File: config.mk
export PLATFORM = sky130hd
export DESIGN_NAME = anita3_readout_sequencer
export DESIGN_NICKNAME = d
export VERILOG_FILES = /design/src/rtl/anita3_readout_pkg.sv /design/src/rtl/anita3_readout_fifo.sv /design/src/rtl/anita3_readout_sequencer.sv
export SDC_FILE = /design/constraint.sdc
export NUM_CORES = 1
export LEC_CHECK = 0
export CORE_MARGIN = 5
export CORE_UTILIZATION = 50
export CTS_CLUSTER_DIAMETER = 200
export DETAILED_ROUTE_END_ITERATION = 10
export PLACE_DENSITY = 0.76
export SETUP_SLACK_MARGIN = 0.02
export SYNTH_ARGS = -nofsm -noshare
export SYNTH_HDL_FRONTEND = slang
export SYNTH_SLANG_ARGS = --single-unit
File: constraint.sdc
create_clock -name clk250_i -period 2.9 [get_ports clk250_i]
set_input_delay 0.58 -clock clk250_i [delete_from_list [all_inputs] [get_ports clk250_i]]
set_output_delay 0.58 -clock clk250_i [all_outputs]
set_load 0.02 [all_outputs]
File: src/rtl/anita3_readout_pkg.sv
// Shared definitions for the ANITA3 readout sequencer: FSM encoding,
// event header field layout and HOLD buffer geometry.
package anita3_readout_pkg;

  localparam int HOLD_BUFFERS = 4;
  localparam int BUF_W        = 2;
  localparam int SRC_W        = 4;
  localparam int REQ_W        = BUF_W + SRC_W;
  localparam int EVT_NUM_W    = 16;
  localparam int HDR_W        = 24;

  // Header layout: {event_number[15:0], timeout_flag, 1'b0, buffer[1:0], source[3:0]}.
  // Bit 6 is reserved and always zero.
  localparam int HDR_SRC_LSB  = 0;
  localparam int HDR_BUF_LSB  = 4;
  localparam int HDR_TMO_BIT  = 7;
  localparam int HDR_EVT_LSB  = 8;

  typedef enum logic [2:0] {
    ST_IDLE     = 3'd0,
    ST_START    = 3'd1,
    ST_WAIT_DIG = 3'd2,
    ST_HEADER   = 3'd3,
    ST_CLEAR    = 3'd4
  } seq_state_e;

  function automatic logic [HDR_W-1:0] build_header(
    input logic [EVT_NUM_W-1:0] evt_num,
    input logic                 timeout_flag,
    input logic [BUF_W-1:0]     buf_idx,
    input logic [SRC_W-1:0]     src
  );
    logic [HDR_W-1:0] h;
    h = '0;
    h[HDR_EVT_LSB +: EVT_NUM_W] = evt_num;
    h[HDR_TMO_BIT]              = timeout_flag;
    h[HDR_BUF_LSB +: BUF_W]     = buf_idx;
    h[HDR_SRC_LSB +: SRC_W]     = src;
    return h;
  endfunction

endpackage

File: src/rtl/anita3_readout_fifo.sv
// Synchronous FIFO holding pending digitize requests. A push on a full
// queue is taken only when a pop happens in the same cycle. DEPTH >= 2.
module anita3_readout_fifo #(
  parameter int DEPTH = 4,
  parameter int WIDTH = 6
) (
  input  logic                       clk_i,
  input  logic                       rst_i,
  input  logic                       push_i,
  input  logic [WIDTH-1:0]           data_i,
  input  logic                       pop_i,
  output logic [WIDTH-1:0]           head_o,
  output logic                       full_o,
  output logic                       empty_o,
  output logic [$clog2(DEPTH+1)-1:0] count_o
);

  localparam int PTR_W = $clog2(DEPTH);
  localparam int CNT_W = $clog2(DEPTH + 1);

  logic [WIDTH-1:0] mem_q [DEPTH];
  logic [WIDTH-1:0] mem_d [DEPTH];
  logic [PTR_W-1:0] wr_ptr_q, wr_ptr_d;
  logic [PTR_W-1:0] rd_ptr_q, rd_ptr_d;
  logic [CNT_W-1:0] count_q, count_d;
  logic             push_ok, pop_ok;

  // Pointers wrap explicitly so non-power-of-two depths still work.
  function automatic logic [PTR_W-1:0] ptr_next(input logic [PTR_W-1:0] p);
    if (p == PTR_W'(DEPTH - 1)) return '0;
    return p + PTR_W'(1);
  endfunction

  assign full_o  = (count_q == CNT_W'(DEPTH));
  assign empty_o = (count_q == '0);
  assign count_o = count_q;
  assign head_o  = mem_q[rd_ptr_q];
  assign pop_ok  = pop_i & ~empty_o;
  assign push_ok = push_i & (~full_o | pop_ok);

  // Next pointer, occupancy and storage contents.
  always_comb begin
    mem_d    = mem_q;
    wr_ptr_d = wr_ptr_q;
    rd_ptr_d = rd_ptr_q;
    count_d  = count_q;
    if (push_ok) begin
      mem_d[wr_ptr_q] = data_i;
      wr_ptr_d        = ptr_next(wr_ptr_q);
    end
    if (pop_ok) begin
      rd_ptr_d = ptr_next(rd_ptr_q);
    end
    case ({push_ok, pop_ok})
      2'b10:   count_d = count_q + CNT_W'(1);
      2'b01:   count_d = count_q - CNT_W'(1);
      default: count_d = count_q;
    endcase
  end

  // Control state with synchronous reset.
  always_ff @(posedge clk_i) begin
    if (rst_i) begin
      wr_ptr_q <= '0;
      rd_ptr_q <= '0;
      count_q  <= '0;
    end else begin
      wr_ptr_q <= wr_ptr_d;
      rd_ptr_q <= rd_ptr_d;
      count_q  <= count_d;
    end
  end

  // Storage needs no reset: entries are only read when counted valid.
  always_ff @(posedge clk_i) begin
    mem_q <= mem_d;
  end

endmodule

File: src/rtl/anita3_readout_sequencer.sv
// Readout sequencer: queues digitize requests from the buffer manager,
// drives one digitization per request, presents an event header to the
// event builder and releases the HOLD buffer afterwards.
//
// Handshake: evt_header_o is held stable while evt_valid_o is high; the
// header is consumed on the cycle where evt_valid_o && evt_ready_i.
module anita3_readout_sequencer
  import anita3_readout_pkg::*;
#(
  parameter int DIG_TIMEOUT = 4095,
  parameter int FIFO_DEPTH  = HOLD_BUFFERS
) (
  input  logic             clk250_i,
  input  logic             rst_i,
  input  logic             digitize_i,
  input  logic [BUF_W-1:0] digitize_buffer_i,
  input  logic [SRC_W-1:0] digitize_source_i,
  output logic             dig_start_o,
  output logic [BUF_W-1:0] dig_buffer_o,
  input  logic             dig_done_i,
  output logic             evt_valid_o,
  input  logic             evt_ready_i,
  output logic [HDR_W-1:0] evt_header_o,
  output logic             clear_o,
  output logic [BUF_W-1:0] clear_buffer_o,
  output logic             busy_o,
  output logic             overflow_o
);

  localparam int              CNT_W       = $clog2(DIG_TIMEOUT + 1);
  localparam logic [CNT_W-1:0] TIMEOUT_VAL = CNT_W'(DIG_TIMEOUT);

  seq_state_e           state_q, state_d;
  logic                 dig_lvl_q, dig_lvl_d;
  logic                 ovf_q, ovf_d;
  logic [BUF_W-1:0]     wbuf_q, wbuf_d;
  logic [SRC_W-1:0]     wsrc_q, wsrc_d;
  logic                 tmo_q, tmo_d;
  logic [CNT_W-1:0]     cnt_q, cnt_d;
  logic [EVT_NUM_W-1:0] evt_num_q, evt_num_d;

  logic                              req_push;
  logic                              q_pop, q_full, q_empty;
  logic [REQ_W-1:0]                  q_head;
  logic [$clog2(FIFO_DEPTH+1)-1:0]   q_count;
  logic                              unused_q_count;

  // A request is the rising edge of the digitize level.
  assign req_push = digitize_i & ~dig_lvl_q;

  anita3_readout_fifo #(
    .DEPTH (FIFO_DEPTH),
    .WIDTH (REQ_W)
  ) u_fifo (
    .clk_i   (clk250_i),
    .rst_i   (rst_i),
    .push_i  (req_push),
    .data_i  ({digitize_buffer_i, digitize_source_i}),
    .pop_i   (q_pop),
    .head_o  (q_head),
    .full_o  (q_full),
    .empty_o (q_empty),
    .count_o (q_count)
  );

  // Occupancy is not needed by the sequencer itself.
  assign unused_q_count = ^q_count;

  // Edge register and sticky overflow on a dropped request.
  always_comb begin
    dig_lvl_d = digitize_i;
    ovf_d     = ovf_q | (req_push & q_full & ~q_pop);
  end

  // Sequencer next-state and working-register updates.
  always_comb begin
    state_d   = state_q;
    wbuf_d    = wbuf_q;
    wsrc_d    = wsrc_q;
    tmo_d     = tmo_q;
    cnt_d     = cnt_q;
    evt_num_d = evt_num_q;
    q_pop     = 1'b0;
    unique case (state_q)
      ST_IDLE: begin
        if (!q_empty) begin
          q_pop   = 1'b1;
          wbuf_d  = q_head[SRC_W +: BUF_W];
          wsrc_d  = q_head[0 +: SRC_W];
          state_d = ST_START;
        end
      end
      ST_START: begin
        cnt_d   = '0;
        state_d = ST_WAIT_DIG;
      end
      ST_WAIT_DIG: begin
        // Completion takes priority over a timeout in the same cycle.
        if (dig_done_i) begin
          tmo_d   = 1'b0;
          state_d = ST_HEADER;
        end else if (cnt_q + CNT_W'(1) == TIMEOUT_VAL) begin
          tmo_d   = 1'b1;
          state_d = ST_HEADER;
        end else begin
          cnt_d = cnt_q + CNT_W'(1);
        end
      end
      ST_HEADER: begin
        if (evt_ready_i) state_d = ST_CLEAR;
      end
      ST_CLEAR: begin
        evt_num_d = evt_num_q + EVT_NUM_W'(1);
        state_d   = ST_IDLE;
      end
      default: state_d = ST_IDLE;
    endcase
  end

  // State registers with synchronous reset; reset abandons any event.
  always_ff @(posedge clk250_i) begin
    if (rst_i) begin
      state_q   <= ST_IDLE;
      dig_lvl_q <= 1'b0;
      ovf_q     <= 1'b0;
      wbuf_q    <= '0;
      wsrc_q    <= '0;
      tmo_q     <= 1'b0;
      cnt_q     <= '0;
      evt_num_q <= '0;
    end else begin
      state_q   <= state_d;
      dig_lvl_q <= dig_lvl_d;
      ovf_q     <= ovf_d;
      wbuf_q    <= wbuf_d;
      wsrc_q    <= wsrc_d;
      tmo_q     <= tmo_d;
      cnt_q     <= cnt_d;
      evt_num_q <= evt_num_d;
    end
  end

  // Outputs decode from state and are forced quiet while reset is held.
  always_comb begin
    dig_start_o    = 1'b0;
    dig_buffer_o   = '0;
    evt_valid_o    = 1'b0;
    evt_header_o   = '0;
    clear_o        = 1'b0;
    clear_buffer_o = '0;
    if (!rst_i) begin
      dig_start_o = (state_q == ST_START);
      if (state_q != ST_IDLE) dig_buffer_o = wbuf_q;
      if (state_q == ST_HEADER) begin
        evt_valid_o  = 1'b1;
        evt_header_o = build_header(evt_num_q, tmo_q, wbuf_q, wsrc_q);
      end
      if (state_q == ST_CLEAR) begin
        clear_o        = 1'b1;
        clear_buffer_o = wbuf_q;
      end
    end
  end

  assign busy_o     = (state_q != ST_IDLE);
  assign overflow_o = ovf_q;

endmodule

; ---- After elaboration in Yosys (flattened, before gate mapping)
; Index checks and enable logic that the tools add are counted.
[classes]
n_addsub = 6
magnitude_cmp = 3
n_eq_ne = 15
muxes = 38
bitwise_logic = 13
n_reduce_logical = 11
[op_table]
columns = cell, n
row1 = two-way mux 24 bit, 2
row2 = bitwise mux 24 bit, 1
row3 = two-way mux 12 bit, 2
row4 = one-hot mux 12 bit (2 select lines), 1
row5 = two-way mux 6 bit, 3
row6 = adder 16 x 1 -> 16 bit (second input constant), 1
row7 = two-way mux 2 bit, 8
row8 = two-way mux 1 bit, 13
row9 = adder 12 x 1 -> 12 bit (second input constant), 1
row10 = binary-select mux 6 bit (select 2 bit), 1
row11 = demux 6 bit (select 2 bit), 1
row12 = equality test 12 bit (second input constant), 1
row13 = two-way mux 3 bit, 4
row14 = one-hot mux 3 bit (4 select lines), 1
row15 = inequality test 2 bit (second input constant), 4
row16 = equality test 2 bit (second input constant), 3
row17 = equality test 3 x 2 -> 1 bit (second input constant), 2
row18 = equality test 3 bit (second input constant), 2
row19 = greater-or-equal comparator 3 bit (second input constant), 2
row20 = logical NOT 3 bit, 2
row21 = NOT 2 -> 3 bit, 2
row22 = one-hot mux 3 bit (2 select lines), 1
row23 = AND reduction 3 bit, 2
row24 = nonzero test 2 bit, 3
row25 = 13 further kinds, 23
[word_totals]
reg_bits = 71
inputBits = 11
out_inout_bits = 33

; ---- Logic depth before layout (Yosys ltp)
; Gate-level depths: netlist of run 1.
[depth]
depth_word = 8
depth_mapped = 10
depth_no_buf = 9

; ---- By module
; From an unflattened synthesis of run 1, not the netlist that was laid out.
[hier_totals]
cells_unflattened = 376
hier_area_um2 = 3668.5
[by_module_without_submodules]
columns = module, n_inst, cells_per_inst, area_each_um2, seq_area_each_um2
row1 = anita3_readout_sequencer, 1, 281, 2263.4, 800.8
row2 = anita3_readout_fifo, 1, 95, 1405.1, 860.8

; ---- Least setup slack after synthesis of run 1
; OpenSTA, ideal clock, no wires.
[synth_path]
path_kind = register -> register
startpoint = register state_q[1]
endpoint = register u_fifo.count_q[2] (netlist: u_fifo.count_o[2])
setup_time_ns = 0.070
arrival_time_ns = 2.789
path_slack_ns = 0.040
stages_incl_launch_ff = 11
path_buffers = 1
synth_period_minus_slack_ns = 2.860
cell_sequence = dfxtp_1 > clkbuf_1 > nor3_1 > inv_1 > a311oi_1 > inv_1 > ha_1 > fa_1 > xnor2_1 > or3_1 > a21oi_1
[synth_between]
elab_chain_cells = 7
elab_cells_between_ends = 9
classes_between = 2 x eq/ne / 2 x mux / 3 x bitwise / 2 x reduce/logical
[synth_lines]
columns = element, line
row1 = start: declaration, anita3_readout_sequencer.sv:33  ; seq_state_e state_q, state_d;
row2 = start signal: assignment, anita3_readout_sequencer.sv:132  ; state_q <= state_d;
row3 = logical NOT 3 bit (*), anita3_readout_sequencer.sv:84  ; unique case (state_q)
row4 = two-way mux 1 bit (*), anita3_readout_sequencer.sv:84
row5 = bitwise AND 1 bit (*), anita3_readout_fifo.sv:38  ; assign pop_ok = pop_i & ~empty_o;
row6 = bitwise OR 1 bit, anita3_readout_fifo.sv:39  ; assign push_ok = push_i & (~full_o | pop_ok);
row7 = bitwise AND 1 bit, anita3_readout_fifo.sv:39
row8 = equality test 2 x 1 -> 1 bit or equality test 2 bit (tied branches), anita3_readout_fifo.sv:54  ; case ({push_ok, pop_ok})
row9 = one-hot mux 3 bit (2 select lines) or nonzero test 2 bit (tied branches), -
row10 = end signal: assignment, anita3_readout_fifo.sv:70  ; count_q <= count_d;
row11 = end: declaration, anita3_readout_fifo.sv:25  ; logic [CNT_W-1:0] count_q, count_d;
; Every way passes the cells marked *; elsewhere a longest branch is shown, timed or not.
; A chain may end at the register's enable or synchronous reset.

; ---- Worst setup path after layout of run 1
[layout_path]
startpoint = register cnt_q[1]
endpoint = register cnt_q[10]
[layout_between]
elab_chain_cells = 4
elab_cells_between_ends = 7
classes_between = 1 x add/sub / 2 x eq/ne / 3 x mux / 1 x reduce/logical
[layout_lines]
columns = element, line
row1 = start: declaration, anita3_readout_sequencer.sv:39  ; logic [CNT_W-1:0] cnt_q, cnt_d;
row2 = start signal: assignment, anita3_readout_sequencer.sv:138  ; cnt_q <= cnt_d;
row3 = adder 12 x 1 -> 12 bit (*), "anita3_readout_sequencer.sv:102, anita3_readout_sequencer.sv:106"
row4 = equality test 12 bit or two-way mux 12 bit (tied branches), anita3_readout_sequencer.sv:102  ; end else if (cnt_q + CNT_W'(1) == TIMEOUT_VAL) begin
row5 = inequality test 2 bit (no source line) or two-way mux 12 bit (tied branches), -
row6 = AND reduction 3 bit (no source line) or one-hot mux 12 bit (2 select lines) (tied branches), -
; Every way passes the cells marked *; elsewhere a longest branch is shown, timed or not. The select of a mux whose other input is x is not followed.

==> impl_metrics.py, run 1 <==
metrics = {
    "critical_path": {
        "reg2reg_depth": 7,
        "path_class": "flop to flop",
        "r2r-end": "cnt_q[10]",
        "crit_path_start_kind": "flop",
        "crit_arrival_ns": 2.99,
        "reg2reg_slack_ns": 0.12,
        "required_ns": 3.12,
        "timing.rr.start": "cnt_q[1]",
        "endpoint_kind": "flop",
        "critPathMaxFanout": 8,
    },
    "synth": {
        "syn_nets": 380,
        "ys_top_cells_by_count": "47 x dfxtp_1, 37 x nor2_1, 32 x and2_1",
        "yosysMostFrequentCell": "dfxtp_1",
        "ys_async_sr_fraction": 0,
        "yosysUniqueCellTypes": 54,
        "syn-instance-count": 358,
        "ys_warn_count": 0,
        "yosysTopAreaCell": "dfxtp_1",
        "syn_area_um2": 3510,
        "yosys-top-cells-area": "dfxtp_1 27%, edfxtp_1 21%, and2_1 5.7%, nor2_1 4.0%, mux4_2 3.8%",
        "ys_seq_elements": 71,
        "yosysSeqAreaShare": 0.473,
        "synth_edf_count": 24,
        "netlist.area_leader.share": 0.268,
        "syn_avg_cell_area_um2": 9.82,
        "synthFlopType": "dfxtp_1",
    },
    "drt": {
        "first_pass_iters": 5,
        "viasPerCell": 5.32,
        "drtIter0Drc": 112,
        "final_antenna_net_count": 0,
        "via_count": 2667,
        "drc": 0,
        "wl_per_cell_um": 14.3,
        "wl_um": 7150,
    },
    "clock_tree": {
        "clk_latency_ns": 0.34,
        "postCtsResizedCells": 0,
        "clkSinkCount": 71,
        "cts_max_level": 3,
        "clock-root-buffer": "clkbuf_8",
        "cts_tree": "built",
        "post_cts_buffers": 0,
        "path_clk_slew_ns": 0.08,
        "cts.path.max_buffers": 2,
        "cts_buffers": 9,
        "cts_hold_buf": 0,
    },
    "global_route": {
        "use_met1": 0.207,
        "grt_overflow": 0,
        "grt_pass1_vias": 2520,
        "grt_start_max_net_pins": 30,
        "antenna_found_initial": 0,
        "grt_pass1_wl_um": 11800,
        "grtUsageMet2": 0.293,
        "use_met3": 0.0529,
        "busiest_layer": "met2",
        "gr-usage-all-layers": 0.171,
    },
    "power": {
        "ir_drop_v": 0.000458,
        "p_per_area_nw_per_um2": 612,
        "leakage_uw": 0.00150,
    },
    "floorplan": {
        "die_width_um": 93.8,
        "die_h_um": 93.8,
        "rows": 30,
        "initial_core_util": 0.514,
        "core_area_um2": 6830,
        "die_area_um2": 8810,
        "ios": 44,
    },
    "timing": {
        "fin_ws_ns": 0.125,
        "relSlewSlack": 0.666,
        "worst_pin_slew_ns": 0.501,
        "drv_slew": 0,
        "fin_skew_ns": 0.0131,
        "finalSetupViolations": 0,
        "grt_setup_unrepaired": "no",
        "fin_crit_ns": 2.78,
        "final-hold-violation-count": 0,
        "setup_tns_ns": 0,
        "min_period_over_period": 0.957,
        "holdWs_ns": 0.457,
        "fmax_mhz": 360,
    },
    "run_status": {
        "status": "complete, no violations",
    },
    "worst_hold_path": {
        "whs_path_depth": 2,
        "min-delay-start": "wsrc_q[0]",
        "hold-path-endpoint": "wsrc_q[0]",
        "hold_path_class": "flop to flop",
    },
    "placed_design": {
        "dp_cells": 485,
        "pre_cts_slack_ns": 0.0839,
        "io_buffers": 42,
        "placed_area_um2": 4030,
        "gp_congestion": 0.873,
        "hpwl_um": 5200,
    },
    "cells_and_area": {
        "instances_no_fill": 501,
        "drive_gt1_frac": 0.106,
        "diodes": 0,
        "finalNetCount": 422,
        "final_area_um2": 4230,
        "syn_to_final_growth_pct": 20.3,
    },
    "flow_run": {
        "maxCapViolations": 0,
    },
}
[logic make-up (layout without fill, tap and decap cells)]
kind of cell             Yosys count  in the layout  synth area share
AND/OR/NAND/NOR                  159            159             0.240
other                              1              1           0.00107
flip-flops                        71             71             0.473
XOR/XNOR                          18             18            0.0449
adder cells (fa/ha/maj)           11             11            0.0413
AO/OA/AOI/OAI                     56             56             0.102
buffers and inverters             30             77            0.0377
multiplexers                      12             12            0.0602
[report_power, final]
part	internal [µW]	leakage (µW)	switching, µW
Clock	397	0.0000949	373
Combinational	259	0.000803	334
Sequential	1120	0.000600	106
[worst max-delay path by stage]
stage | startpoint | depth (start not counted) | end | slack [ns]
finish | cnt_q[1] | 7 | cnt_q[10] | 0.12
global placement | digitize_i | 9 | u_fifo.count_o[2] | 0.19
global route | state_q[1] | 9 | u_fifo.count_o[2] | 0.02
floorplan | state_q[1] | 10 | u_fifo.count_o[2] | 0.04
CTS | cnt_q[1] | 7 | cnt_q[10] | 0.16
detailed placement | digitize_i | 9 | u_fifo.count_o[2] | 0.08
[cells in the final DEF, fill, tap and decap left out, types with 4 or more instances in the layout]
| cell | n |
|---|---|
| o21ai_0 | 12 |
| mux4_2 | 6 |
| dfxtp_1 | 47 |
| nor2_1 | 37 |
| clkdlybuf4s50_1 | 41 |
| ha_1 | 10 |
| nor2b_1 | 4 |
| xnor2_1 | 6 |
| or3_1 | 6 |
| inv_1 | 10 |
| buf_4 | 7 |
| and2_1 | 32 |
| and3_1 | 5 |
| nand2_1 | 26 |
| xor2_1 | 12 |
| nand2b_1 | 7 |
| nand3_1 | 12 |
| edfxtp_1 | 24 |
| clkbuf_8 | 9 |
| a21oi_1 | 25 |
| nor3_1 | 9 |
[state kept, by name, summed over array words and instances, names as in the netlist, 2 cells and up]
name,flops
u_fifo.mem_q,24
evt_num_q,16
cnt_q,12
wsrc_q,4
state_q,3
u_fifo.count_o,3
u_fifo.rd_ptr_q,2
u_fifo.wr_ptr_q,2
wbuf_q,2
[worst max-delay path, cell delays in order (launching register included)]
cell	delay [ns]
dfxtp_1	0.45
ha_1	0.27
nand2_1	0.11
or4_1	0.49
o221a_1	0.14
or4_4	0.61
o21bai_4	0.27
mux2_4	0.32
[through the flow]
| stage | total power, µW | util |
|---|---|---|
| finish | 2590 | 0.619 |
| floorplan | 1650 | - |
| global route | 2750 | 0.619 |
| CTS | 2610 | 0.619 |
| detailed placement | 1840 | 0.590 |
| global placement | 1800 | 0.590 |
[cell type report]
type / count / area [µm²]
repair buffers: 50 / 488
fillers: 577 / 2610
well taps: 96 / 120
inverters: 11 / 41.3
flip-flops and latches: 71 / 1660
clock buffers: 9 / 124
clock inverters: 7 / 71.3
multi-input cells: 257 / 1720
[layer usage]
| metal | share of wire | vias to the layer above |
|---|---|---|
| li1 | - | 1344 |
| met1 | 0.44 | 1242 |
| met5 | 0 | - |
| met3 | 0.056 | 5 |
| met2 | 0.50 | 76 |
| met4 | 0.0095 | 0 |
No activity file was read; power rests on OpenSTA's default activity.
==> inputs of run 2 (changes only) <==
--- a/config.mk
+++ b/config.mk
@@ -5,12 +5,12 @@
 export SDC_FILE = /design/constraint.sdc
 export NUM_CORES = 1
 export LEC_CHECK = 0
-export CORE_MARGIN = 5
+export CORE_MARGIN = 1.5
 export CORE_UTILIZATION = 50
 export CTS_CLUSTER_DIAMETER = 200
 export DETAILED_ROUTE_END_ITERATION = 10
 export PLACE_DENSITY = 0.76
-export SETUP_SLACK_MARGIN = 0.02
+export SETUP_SLACK_MARGIN = 0.5
 export SYNTH_ARGS = -nofsm -noshare
 export SYNTH_HDL_FRONTEND = slang
 export SYNTH_SLANG_ARGS = --single-unit
==> impl_metrics.py, run 2 (synthesis results as in run 1) <==
metrics = {
    "run_status": {
        "status": "complete, no violations",
    },
    "cells_and_area": {
        "seq_area_um2": 1690,
        "diodes": 0,
        "syn_to_final_growth_pct": 26.7,
        "layout_commonest_cell": "dfxtp_1",
        "top_regs": "u_fifo.mem_q x24, evt_num_q x16, cnt_q x12",
        "finalNetCount": 444,
        "largest_reg_flops": 24,
        "regMostFlops": "u_fifo.mem_q",
        "fillCellCount": 559,
        "drive_gt1_frac": 0.281,
        "multi_input_comb_area_um2": 1840,
        "final_cell_mix": "37 x dfxtp_1, 36 x nor2_1, 32 x and2_1, 26 x buf_4",
    },
    "global_route": {
        "grt_start_max_net_pins": 52,
        "antenna_found_initial": 0,
        "grt_pass1_wl_um": 12300,
        "grt_pass1_vias": 2556,
        "gr-usage-all-layers": 0.213,
        "grt_overflow": 0,
    },
    "critical_path": {
        "setup.worst_path.start": "cnt_q[2]",
        "endpoint_kind": "flop",
        "required_ns": 3.13,
        "crit_arrival_ns": 2.58,
        "crit_path_start_kind": "flop",
        "timing.rr.start": "cnt_q[2]",
        "path_class": "flop to flop",
        "critPathMaxFanout": 7,
        "reg2reg_depth": 8,
    },
    "floorplan": {
        "core_area_um2": 6790,
        "ios": 44,
        "die_h_um": 86.8,
        "rows": 30,
        "die_area_um2": 7540,
        "initial_core_util": 0.517,
        "die_width_um": 86.8,
    },
    "drt": {
        "first_pass_iters": 4,
        "via_count": 2777,
        "drc": 0,
        "wl_per_cell_um": 14.6,
        "drtIter0Drc": 149,
        "viasPerCell": 5.31,
        "final_antenna_net_count": 0,
        "wl_um": 7650,
    },
    "timing": {
        "relSlewSlack": 0.650,
        "worst_pin_slew_ns": 0.525,
        "fmax_mhz": 426,
        "fin_crit_ns": 2.35,
        "fin_skew_ns": 0.0108,
        "grt_setup_unrepaired": "no",
        "setup_tns_ns": 0,
        "drv_slew": 0,
        "final-hold-violation-count": 0,
        "finalSetupViolations": 0,
        "min_period_over_period": 0.809,
    },
    "power": {
        "leakage_uw": 0.00179,
        "power_uw": 2680,
        "p_per_area_nw_per_um2": 602,
        "ir_drop_v": 0.000479,
    },
    "flow_run": {
        "maxCapViolations": 0,
    },
    "worst_hold_path": {
        "hold_path_class": "flop to flop",
        "min-delay-start": "wsrc_q[0]",
        "whs_path_depth": 2,
    },
    "placed_design": {
        "gp_congestion": 0.869,
        "io_buffers": 42,
        "hpwl_um": 4820,
    },
    "clock_tree": {
        "cts_hold_buf": 0,
        "path_clk_slew_ns": 0.09,
        "cts_max_level": 3,
        "cts_buffers": 9,
        "clkSinkCount": 71,
        "cts.path.max_buffers": 2,
        "cts_tree": "built",
        "clock-root-buffer": "clkbuf_8",
        "clk_latency_ns": 0.34,
    },
}
-- run 2: cell count changes in the layout (fill, tap and decap cells not counted), sizes merged, moves of 5 or more --
| cell | delta |
|---|---|
| clkbuf | +23 |
| clkdlybuf4s50 | -30 |
| buf | +22 |
| dlymetal6s2s | +5 |
-- run 2: cell type report --
class                           instances  area share
Clock buffer                            9      0.0278
Clock inverter                          7      0.0180
Inverter                               11     0.00955
Multi-Input combinational cell        257       0.414
Sequential cell                        71       0.380
Tap cell                               96      0.0270
Timing Repair Buffer                   72       0.124
-- run 2: layer usage --
layer,track usage,part of all wire
met1,0.277,0.44
met2,0.338,0.49
met3,0.0562,0.047
met4,0.0880,0.019
met5,0,0
-- run 2: worst paths after layout --
path          endpoint  slack (ns)
max          cnt_q[10]        0.55
min          wsrc_q[0]        0.46
max reg2reg  cnt_q[10]        0.55
min reg2reg  wsrc_q[0]        0.46
-- run 2: worst max-delay path, stage by stage, from the launching register on --
cell	delay, ns
dfxtp_2	0.37
buf_6	0.12
buf_4	0.11
and4_4	0.21
and3b_2	0.19
o211ai_1	0.08
or4_4	0.59
o21bai_4	0.23
mux2_4	0.32
-- run 2: report_power, final --
part	internal (µW)	total (µW)	leakage [µW]	switching, µW
clock network	409	811	0.000102	402
logic	286	636	0.00108	350
registers	1120	1230	0.000607	116
-- run 2: repair_timing --
| item | in CTS | in global routing |
|---|---|---|
| pin swaps | 7 | 7 |
| resized for setup | 49 | 65 |
| endpoints found under the setup margin | 38 | 40 |
| setup buffers | 18 | 4 |
| endpoints found under the hold margin | 0 | 0 |
-- run 2: per-stage QoR --
stage / util / hold slack [ns] / cells / instance area [µm²] / setup WS, ns
2_1_floorplan: - / 0.432 / 358 / 3570 / 0.525
3_3_place_gp: 0.600 / 0.441 / 485 / 4070 / 0.211
3_5_place_dp: 0.600 / 0.445 / 485 / 4070 / 0.134
4_1_cts: 0.655 / 0.456 / 519 / 4450 / 0.341
5_1_grt: 0.655 / 0.474 / 523 / 4450 / 0.489
6_report: 0.655 / 0.456 / 523 / 4450 / 0.554
